<file path="config.mk">
export PLATFORM = sky130hd
export DESIGN_NAME = mul_pipeline
export DESIGN_NICKNAME = d
export VERILOG_FILES = /design/src/rtl/mul_pipeline.sv
export SDC_FILE = /design/constraint.sdc
export NUM_CORES = 2
export LEC_CHECK = 0
export ABC_CLOCK_PERIOD_IN_PS = 6000
export BUFFER_PORTS_ARGS = -buffer_cell sky130_fd_sc_hd__buf_4
export CORE_UTILIZATION = 55
export DETAILED_ROUTE_END_ITERATION = 8
export PLACE_DENSITY = 0.76
export REMOVE_ABC_BUFFERS = 1
export SETUP_SLACK_MARGIN = 0.02
export SLEW_MARGIN = 10
export SYNTH_ARGS = -nofsm -noshare
export SYNTH_HDL_FRONTEND = slang
export SYNTH_SLANG_ARGS = --single-unit
</file>
<file path="constraint.sdc">
create_clock -name clk_i -period 6 [get_ports clk_i]
set_clock_uncertainty 0.1 [all_clocks]
set_input_delay 0.9 -clock clk_i [delete_from_list [all_inputs] [get_ports clk_i]]
set_output_delay 0.9 -clock clk_i [all_outputs]
set_load 0.02 [all_outputs]
</file>
<file path="src/rtl/mul_pipeline.sv">
// Four-stage integer multiply unit fed by decode; returns product[DATA_WIDTH-1:0] to writeback.
// Per-stage valid/rd are exported for hazard detection, plus a one-cycle-ahead writeback warning.
package params_pkg;
    parameter int unsigned DATA_WIDTH     = 32;
    parameter int unsigned ADDR_WIDTH     = 32;
    parameter int unsigned REGISTER_WIDTH = 5;
endpackage

module mul_pipeline #(
    parameter int unsigned DATA_WIDTH     = params_pkg::DATA_WIDTH,
    parameter int unsigned ADDR_WIDTH     = params_pkg::ADDR_WIDTH,
    parameter int unsigned REGISTER_WIDTH = params_pkg::REGISTER_WIDTH
) (
    input  logic                      clk_i,
    input  logic                      rst_i,
    input  logic                      hold_i,
    input  logic                      valid_i,
    input  logic [REGISTER_WIDTH-1:0] rd_i,
    input  logic [ADDR_WIDTH-1:0]     pc_i,
    input  logic [DATA_WIDTH-1:0]     rs1_data_i,
    input  logic [DATA_WIDTH-1:0]     rs2_data_i,
    output logic                      ex1_valid_o,
    output logic                      ex2_valid_o,
    output logic                      ex3_valid_o,
    output logic                      ex4_valid_o,
    output logic [REGISTER_WIDTH-1:0] ex1_wr_reg_o,
    output logic [REGISTER_WIDTH-1:0] ex2_wr_reg_o,
    output logic [REGISTER_WIDTH-1:0] ex3_wr_reg_o,
    output logic [REGISTER_WIDTH-1:0] ex4_wr_reg_o,
    output logic                      wb_is_next_cycle_o,
    output logic                      wb_valid_o,
    output logic [REGISTER_WIDTH-1:0] wb_wr_reg_o,
    output logic [DATA_WIDTH-1:0]     wb_data_o
`ifndef SYNTHESIS
    ,
    output logic [ADDR_WIDTH-1:0]     debug_pc_o
`endif
);

    localparam int unsigned H = DATA_WIDTH / 2;

    // ex1: captured operands
    logic                      ex1_valid_q, ex1_valid_d;
    logic [REGISTER_WIDTH-1:0] ex1_rd_q,    ex1_rd_d;
    logic [ADDR_WIDTH-1:0]     ex1_pc_q,    ex1_pc_d;
    logic [DATA_WIDTH-1:0]     ex1_a_q,     ex1_a_d;
    logic [DATA_WIDTH-1:0]     ex1_b_q,     ex1_b_d;

    // ex2: partial products
    logic                      ex2_valid_q, ex2_valid_d;
    logic [REGISTER_WIDTH-1:0] ex2_rd_q,    ex2_rd_d;
    logic [ADDR_WIDTH-1:0]     ex2_pc_q,    ex2_pc_d;
    logic [DATA_WIDTH-1:0]     ex2_ll_q,    ex2_ll_d;
    logic [H-1:0]              ex2_lh_q,    ex2_lh_d;
    logic [H-1:0]              ex2_hl_q,    ex2_hl_d;

    // ex3: folded cross term and low product
    logic                      ex3_valid_q, ex3_valid_d;
    logic [REGISTER_WIDTH-1:0] ex3_rd_q,    ex3_rd_d;
    logic [ADDR_WIDTH-1:0]     ex3_pc_q,    ex3_pc_d;
    logic [H-1:0]              ex3_cross_q, ex3_cross_d;
    logic [DATA_WIDTH-1:0]     ex3_lo_q,    ex3_lo_d;

    // ex4: final result
    logic                      ex4_valid_q,  ex4_valid_d;
    logic [REGISTER_WIDTH-1:0] ex4_rd_q,     ex4_rd_d;
    logic [ADDR_WIDTH-1:0]     ex4_pc_q,     ex4_pc_d;
    logic [DATA_WIDTH-1:0]     ex4_result_q, ex4_result_d;

    logic [H-1:0] a_lo, a_hi, b_lo, b_hi;

    always_comb begin
        a_lo = ex1_a_q[H-1:0];
        a_hi = ex1_a_q[DATA_WIDTH-1:H];
        b_lo = ex1_b_q[H-1:0];
        b_hi = ex1_b_q[DATA_WIDTH-1:H];

        ex1_valid_d  = ex1_valid_q;
        ex1_rd_d     = ex1_rd_q;
        ex1_pc_d     = ex1_pc_q;
        ex1_a_d      = ex1_a_q;
        ex1_b_d      = ex1_b_q;
        ex2_valid_d  = ex2_valid_q;
        ex2_rd_d     = ex2_rd_q;
        ex2_pc_d     = ex2_pc_q;
        ex2_ll_d     = ex2_ll_q;
        ex2_lh_d     = ex2_lh_q;
        ex2_hl_d     = ex2_hl_q;
        ex3_valid_d  = ex3_valid_q;
        ex3_rd_d     = ex3_rd_q;
        ex3_pc_d     = ex3_pc_q;
        ex3_cross_d  = ex3_cross_q;
        ex3_lo_d     = ex3_lo_q;
        ex4_valid_d  = ex4_valid_q;
        ex4_rd_d     = ex4_rd_q;
        ex4_pc_d     = ex4_pc_q;
        ex4_result_d = ex4_result_q;

        if (!hold_i) begin
            ex1_valid_d  = valid_i;
            ex1_rd_d     = rd_i;
            ex1_pc_d     = pc_i;
            ex1_a_d      = rs1_data_i;
            ex1_b_d      = rs2_data_i;

            ex2_valid_d  = ex1_valid_q;
            ex2_rd_d     = ex1_rd_q;
            ex2_pc_d     = ex1_pc_q;
            ex2_ll_d     = {{H{1'b0}}, a_lo} * {{H{1'b0}}, b_lo};
            // Cross terms only feed bits [DATA_WIDTH-1:H], so H-bit truncation is exact.
            ex2_lh_d     = a_lo * b_hi;
            ex2_hl_d     = a_hi * b_lo;

            ex3_valid_d  = ex2_valid_q;
            ex3_rd_d     = ex2_rd_q;
            ex3_pc_d     = ex2_pc_q;
            ex3_cross_d  = ex2_lh_q + ex2_hl_q;
            ex3_lo_d     = ex2_ll_q;

            ex4_valid_d  = ex3_valid_q;
            ex4_rd_d     = ex3_rd_q;
            ex4_pc_d     = ex3_pc_q;
            ex4_result_d = ex3_lo_q + {ex3_cross_q, {H{1'b0}}};
        end
    end

    always_ff @(posedge clk_i) begin
        if (rst_i) begin
            ex1_valid_q  <= 1'b0;
            ex1_rd_q     <= '0;
            ex1_pc_q     <= '0;
            ex1_a_q      <= '0;
            ex1_b_q      <= '0;
            ex2_valid_q  <= 1'b0;
            ex2_rd_q     <= '0;
            ex2_pc_q     <= '0;
            ex2_ll_q     <= '0;
            ex2_lh_q     <= '0;
            ex2_hl_q     <= '0;
            ex3_valid_q  <= 1'b0;
            ex3_rd_q     <= '0;
            ex3_pc_q     <= '0;
            ex3_cross_q  <= '0;
            ex3_lo_q     <= '0;
            ex4_valid_q  <= 1'b0;
            ex4_rd_q     <= '0;
            ex4_pc_q     <= '0;
            ex4_result_q <= '0;
        end else begin
            ex1_valid_q  <= ex1_valid_d;
            ex1_rd_q     <= ex1_rd_d;
            ex1_pc_q     <= ex1_pc_d;
            ex1_a_q      <= ex1_a_d;
            ex1_b_q      <= ex1_b_d;
            ex2_valid_q  <= ex2_valid_d;
            ex2_rd_q     <= ex2_rd_d;
            ex2_pc_q     <= ex2_pc_d;
            ex2_ll_q     <= ex2_ll_d;
            ex2_lh_q     <= ex2_lh_d;
            ex2_hl_q     <= ex2_hl_d;
            ex3_valid_q  <= ex3_valid_d;
            ex3_rd_q     <= ex3_rd_d;
            ex3_pc_q     <= ex3_pc_d;
            ex3_cross_q  <= ex3_cross_d;
            ex3_lo_q     <= ex3_lo_d;
            ex4_valid_q  <= ex4_valid_d;
            ex4_rd_q     <= ex4_rd_d;
            ex4_pc_q     <= ex4_pc_d;
            ex4_result_q <= ex4_result_d;
        end
    end

    assign ex1_valid_o  = ex1_valid_q;
    assign ex2_valid_o  = ex2_valid_q;
    assign ex3_valid_o  = ex3_valid_q;
    assign ex4_valid_o  = ex4_valid_q;
    assign ex1_wr_reg_o = ex1_rd_q;
    assign ex2_wr_reg_o = ex2_rd_q;
    assign ex3_wr_reg_o = ex3_rd_q;
    assign ex4_wr_reg_o = ex4_rd_q;

    assign wb_is_next_cycle_o = ex3_valid_q & ~hold_i;
    assign wb_valid_o         = ex4_valid_q;
    assign wb_wr_reg_o        = ex4_rd_q;
    assign wb_data_o          = ex4_result_q;

`ifndef SYNTHESIS
    assign debug_pc_o = ex4_pc_q;
`endif

endmodule

</file>
Word-level counts from Yosys, hierarchy flattened. Index checks and enable logic that the tools add are counted.

Register bits after elaboration: 232. Input bits: 105. Word-level logic and storage cells: 23.

Add/sub/neg operators: 2. Multipliers: 3. Bitwise operators: 2.

Operator list (count): 32-bit adder (1); 16-bit by 16-bit multiplier with 16-bit output (2); 16-bit by 16-bit multiplier with 32-bit output (1); 16-bit adder (1); 1-bit bitwise AND (1); 1-bit inverter (1).

Longest topological paths before layout.
Depth in word-level cells: 2. Depth in mapped cells: 23. Gate-level depth less buffers: 21.

Worst setup path before layout. Ideal clock, no wire load.

Kind: reg-to-reg. From: register ex1_a_q[13]. To: register ex2_ll_q[28]. Setup time: 117 ps. Arrival time: 6119 ps. Required time: 5783 ps. Slack: -336 ps. Stages on the path, launching flop included: 22. Period minus slack after synthesis: 6336 ps. Cells stage by stage: dfxtp_1 -> clkbuf_1 -> buf_1 -> nand2_1 -> fa_1 -> fa_1 -> inv_1 -> fa_1 -> fa_1 -> fa_1 -> inv_1 -> fa_1 -> inv_1 -> ha_1 -> a21o_1 -> a211o_1 -> a21oi_2 -> a211oi_1 -> o31a_1 -> a41o_1 -> or3_1 -> a32o_1.

Cells in the longest elaborated chain, start to end: 1.

Ends and longest elaborated chain: start, declared (line 46) `logic [DATA_WIDTH-1:0] ex1_a_q, ex1_a_d;`; start signal, assigned (line 132) `ex1_a_q <= '0;`; start signal, assigned (line 153) `ex1_a_q <= ex1_a_d;`; 16-bit by 16-bit multiplier with 32-bit output (line 109) `ex2_ll_d = {{H{1'b0}}, a_lo} * {{H{1'b0}}, b_lo};`; end signal, assigned (line 158) `ex2_ll_q <= ex2_ll_d;`; end, declared (line 53) `logic [DATA_WIDTH-1:0] ex2_ll_q, ex2_ll_d;`.

Every way passes these cells. A chain may end at the register's enable or synchronous reset.

Final worst setup path.
From: register ex1_a_q[5]. To: register ex2_ll_q[28].

Same word-level chain as after synthesis.

==> results.json <==
{
  "r2r-start": "ex1_a_q[5]",
  "route.detailed.drc": 0,
  "violations": "negative setup slack",
  "rsz0062_at_grt": "yes",
  "syn_to_final_growth_pct": 14.1,
  "place.port_buffers": 135,
  "postCtsHoldBufs": 0,
  "grt_max_degree": 122,
  "post-dp-hpwl_um": 48700,
  "floorplan.initialDensity_pct": 56.1,
  "drt_iter0_markers": 1100,
  "die_y_um": 218,
  "cap_violations": 0,
  "peakVddDrop_mv": 0.206,
  "core_mm2": 0.0456,
  "antenna_found_initial": 0,
  "status": "complete, but fails checks",
  "final_common_cell": "inv_1",
  "synth-async-reset-ratio_pct": 0,
  "min_from": "ex2_ll_q[23]",
  "synth_cell_types": 64,
  "clk_latency_ns": 0.57,
  "critical_path_class": "flop to flop",
  "synth-seq-cells": 232,
  "grt_pass1_vias": 20900,
  "diodes": 0,
  "layout.nets": 3744,
  "die_area_mm2": 0.0473,
  "die_w_um": 218,
  "post_synth.cell_area_avg_um2": 8.77,
  "detail_route.vias_per_cell": 5.41,
  "maxSlewHeadroom_pct": 42.1,
  "min_path_type": "flop to flop",
  "layout_common_cells": "inv_1 (470), nand2_1 (399), fa_1 (349), buf_4 (240), ha_1 (226)",
  "worst_slack_ns": -0.128,
  "vias": 19900,
  "cp-end-kind": "flop",
  "grt_use_total_pct": 27.1,
  "critPathMostFrequentCell": "fa_1",
  "cts_buffers": 27,
  "clkTransAtPathRegs_ns": 0.07,
  "fin_setup_tns_ns": -0.128,
  "ys_seq_area_share_pct": 18.2,
  "cp_max_fo": 4,
  "ant_nets": 0,
  "setup_viol": 1,
  "postLayoutCoreUtil_pct": 64.0,
  "startpoint_type": "flop",
  "rows": 78,
  "min_period_ns": 6.13,
  "cts_sinks": 232,
  "clock_path_buffers": 3,
  "placed_area_mm2": 0.0277,
  "crit_arrival_ns": 6.49,
  "finalHoldViolations": 0,
  "grt_pass1_wl_um": 103000,
  "synth_ff_type": "dfxtp_1",
  "max_freq_mhz": 163,
  "min_period_over_period_pct": 102,
  "grt.overflow.total": 0,
  "worst_pin_slew_ns": 0.868,
  "hold_depth": 2,
  "gp_congestion": 0.923,
  "final_area_mm2": 0.0291,
  "wire_per_inst_um": 17.1,
  "cts_tree": "yes",
  "cts_root_buf": "clkbuf_16",
  "cpPeakStageDelay_ns": 0.55,
  "drv_slew": 0,
  "p_total_w": 0.00498,
  "pre_cts_ws_ns": -0.170,
  "min_to": "ex2_ll_q[23]",
  "crit_required_ns": 6.36,
  "regToRegSetupSlack_ns": -0.13,
  "p_per_area_mw_per_mm2": 171,
  "ioPinCount": 168,
  "critPathSlowestCell": "fa_1",
  "nFillCells": 3709,
  "drive_above_1_share_pct": 13.1,
  "synth_area_mm2": 0.0256,
  "synth_edf_count": 0,
  "yosysWarnings": 0,
  "postSynthCellCount": 2915,
  "cp_cell_sequence": "and2_4 > fa_1 > inv_2 > fa_1 > inv_2 > fa_1 > fa_1 > fa_1 > inv_2 > fa_1 > inv_2 > ha_4 > a21o_1 > buf_4 > a21oi_1 > and2_1 > a211oi_4 > o31a_1 > a41o_1 > or3_4 > a32o_1",
  "p_leak_nw": 14.8,
  "rr_worst_depth": 21,
  "wirelength_um": 62700,
  "rr_endpoint": "ex2_ll_q[28]",
  "firstDrtPassIters": 5,
  "h-tree-depth": 1
}
==> routing by layer <==
layer | track usage (%) | vias to the layer above | share of wire [%]
met5 | 0 | - | 0
met4 | 10.8 | 0 | 4.3
met3 | 3.19 | 146 | 5.9
met2 | 45.9 | 597 | 48
met1 | 35.2 | 9833 | 42
li1 | - | 9283 | -
==> stage by stage <==
stage,hold WS (ns),instances
final,0.357,3671
after global routing,0.384,3671
after CTS,0.357,3662
after detailed placement,0.344,3613
after global placement,0.341,3613
after floorplan,0.324,2755
==> cell families (layout without fill, tap and decap cells) <==
logic type      count (synthesis)  in the layout  synth area share (%)
xor+xnor                      121            121                  4.15
compound gates                251            251                  6.18
fa+ha+maj                     588            588                  39.3
flops                         232            232                  18.2
simple gates                  925            925                  16.5
buf+inv                       637            793                  9.45
mux                           161            161                  6.31
==> registers in the layout, summed over array words and instances (netlist names) <==
name          flops
ex4_wr_reg_o      5
ex4_valid_o       1
ex3_lo_q         32
ex3_wr_reg_o      5
ex2_lh_q         16
ex1_valid_o       1
ex2_hl_q         16
ex3_cross_q      16
ex2_ll_q         32
ex1_b_q          32
ex1_a_q          32
wb_data_o        32
ex1_wr_reg_o      5
ex2_valid_o       1
ex2_wr_reg_o      5
ex3_valid_o       1
==> final cells by class <==
type / count / area (um^2) / share of cell area [%]
Multi-Input combinational cell: 2046 / 18800 / 64.4
Sequential cell: 232 / 4710 / 16.2
Timing Repair Buffer: 267 / 2160 / 7.43
Inverter: 477 / 1790 / 6.14
Tap cell: 600 / 751 / 2.58
Clock buffer: 34 / 722 / 2.48
Clock inverter: 15 / 244 / 0.837
==> worst max-delay path, delay by kind of cell (launching register included) <==
kind,cells,cell delay [ns]
adders and majority gates,7,3.24
AOI/OAI and AO/OA,6,1.26
and+or+nand+nor,3,0.71
DFF,1,0.37
buffers and inverters,5,0.31
==> cell usage after synthesis, types with 4 or more instances <==
| library cell | instances | area, um^2 |
|---|---|---|
| a22o_1 | 4 | 35.0 |
| nor3_1 | 19 | 95.1 |
| o211ai_1 | 6 | 45.0 |
| or3_1 | 9 | 56.3 |
| inv_1 | 476 | 1790 |
| nand4_1 | 6 | 37.5 |
| buf_4 | 6 | 45.0 |
| o21ai_0 | 37 | 185 |
| nor2_1 | 221 | 830 |
| a31o_2 | 4 | 35.0 |
| or2_2 | 4 | 25.0 |
| mux2i_1 | 161 | 1610 |
| fa_1 | 356 | 7130 |
| clkbuf_1 | 134 | 503 |
| o21a_1 | 7 | 52.6 |
| dfxtp_1 | 232 | 4640 |
| nand2b_1 | 8 | 50.1 |
| ha_1 | 232 | 2900 |
| a21oi_1 | 94 | 470 |
| o31ai_1 | 4 | 30.0 |
| a211o_1 | 4 | 35.0 |
| nor2b_1 | 4 | 25.0 |
| a211oi_1 | 12 | 90.1 |
| nand3_1 | 20 | 100 |
| a21o_1 | 33 | 248 |
| xor2_1 | 34 | 298 |
| o21ai_1 | 9 | 45.0 |
| buf_1 | 19 | 71.3 |
| and2_1 | 212 | 1330 |
| xnor2_1 | 87 | 762 |
| nand2_1 | 400 | 1500 |
| and3_1 | 7 | 43.8 |
| a31oi_1 | 4 | 25.0 |
==> worst max-delay path by stage <==
stage                from            to  cells after the start
4_1_cts        ex1_a_q[5]  ex2_ll_q[28]                     20
3_5_place_dp   ex1_b_q[2]  ex2_ll_q[28]                     19
2_1_floorplan  ex1_b_q[1]  ex2_ll_q[28]                     19
6_report       ex1_a_q[5]  ex2_ll_q[28]                     21
5_1_grt        ex1_a_q[5]  ex2_ll_q[28]                     21
3_3_place_gp   ex1_a_q[7]  ex2_ll_q[28]                     21
==> where the power goes <==
group          internal [W]  total [W]  switching (W)
combinational      0.000610    0.00143       0.000819
clock               0.00108    0.00181       0.000726
sequential          0.00163    0.00174       0.000110
total               0.00332    0.00498        0.00165
==> what timing repair did <==
action,4_1_cts,5_1_grt
buffers inserted,0,10
pin swaps,6,29
endpoints found under the setup margin,10,18
resized for setup,30,98
Note: power is estimated with default switching activity, not from simulation.
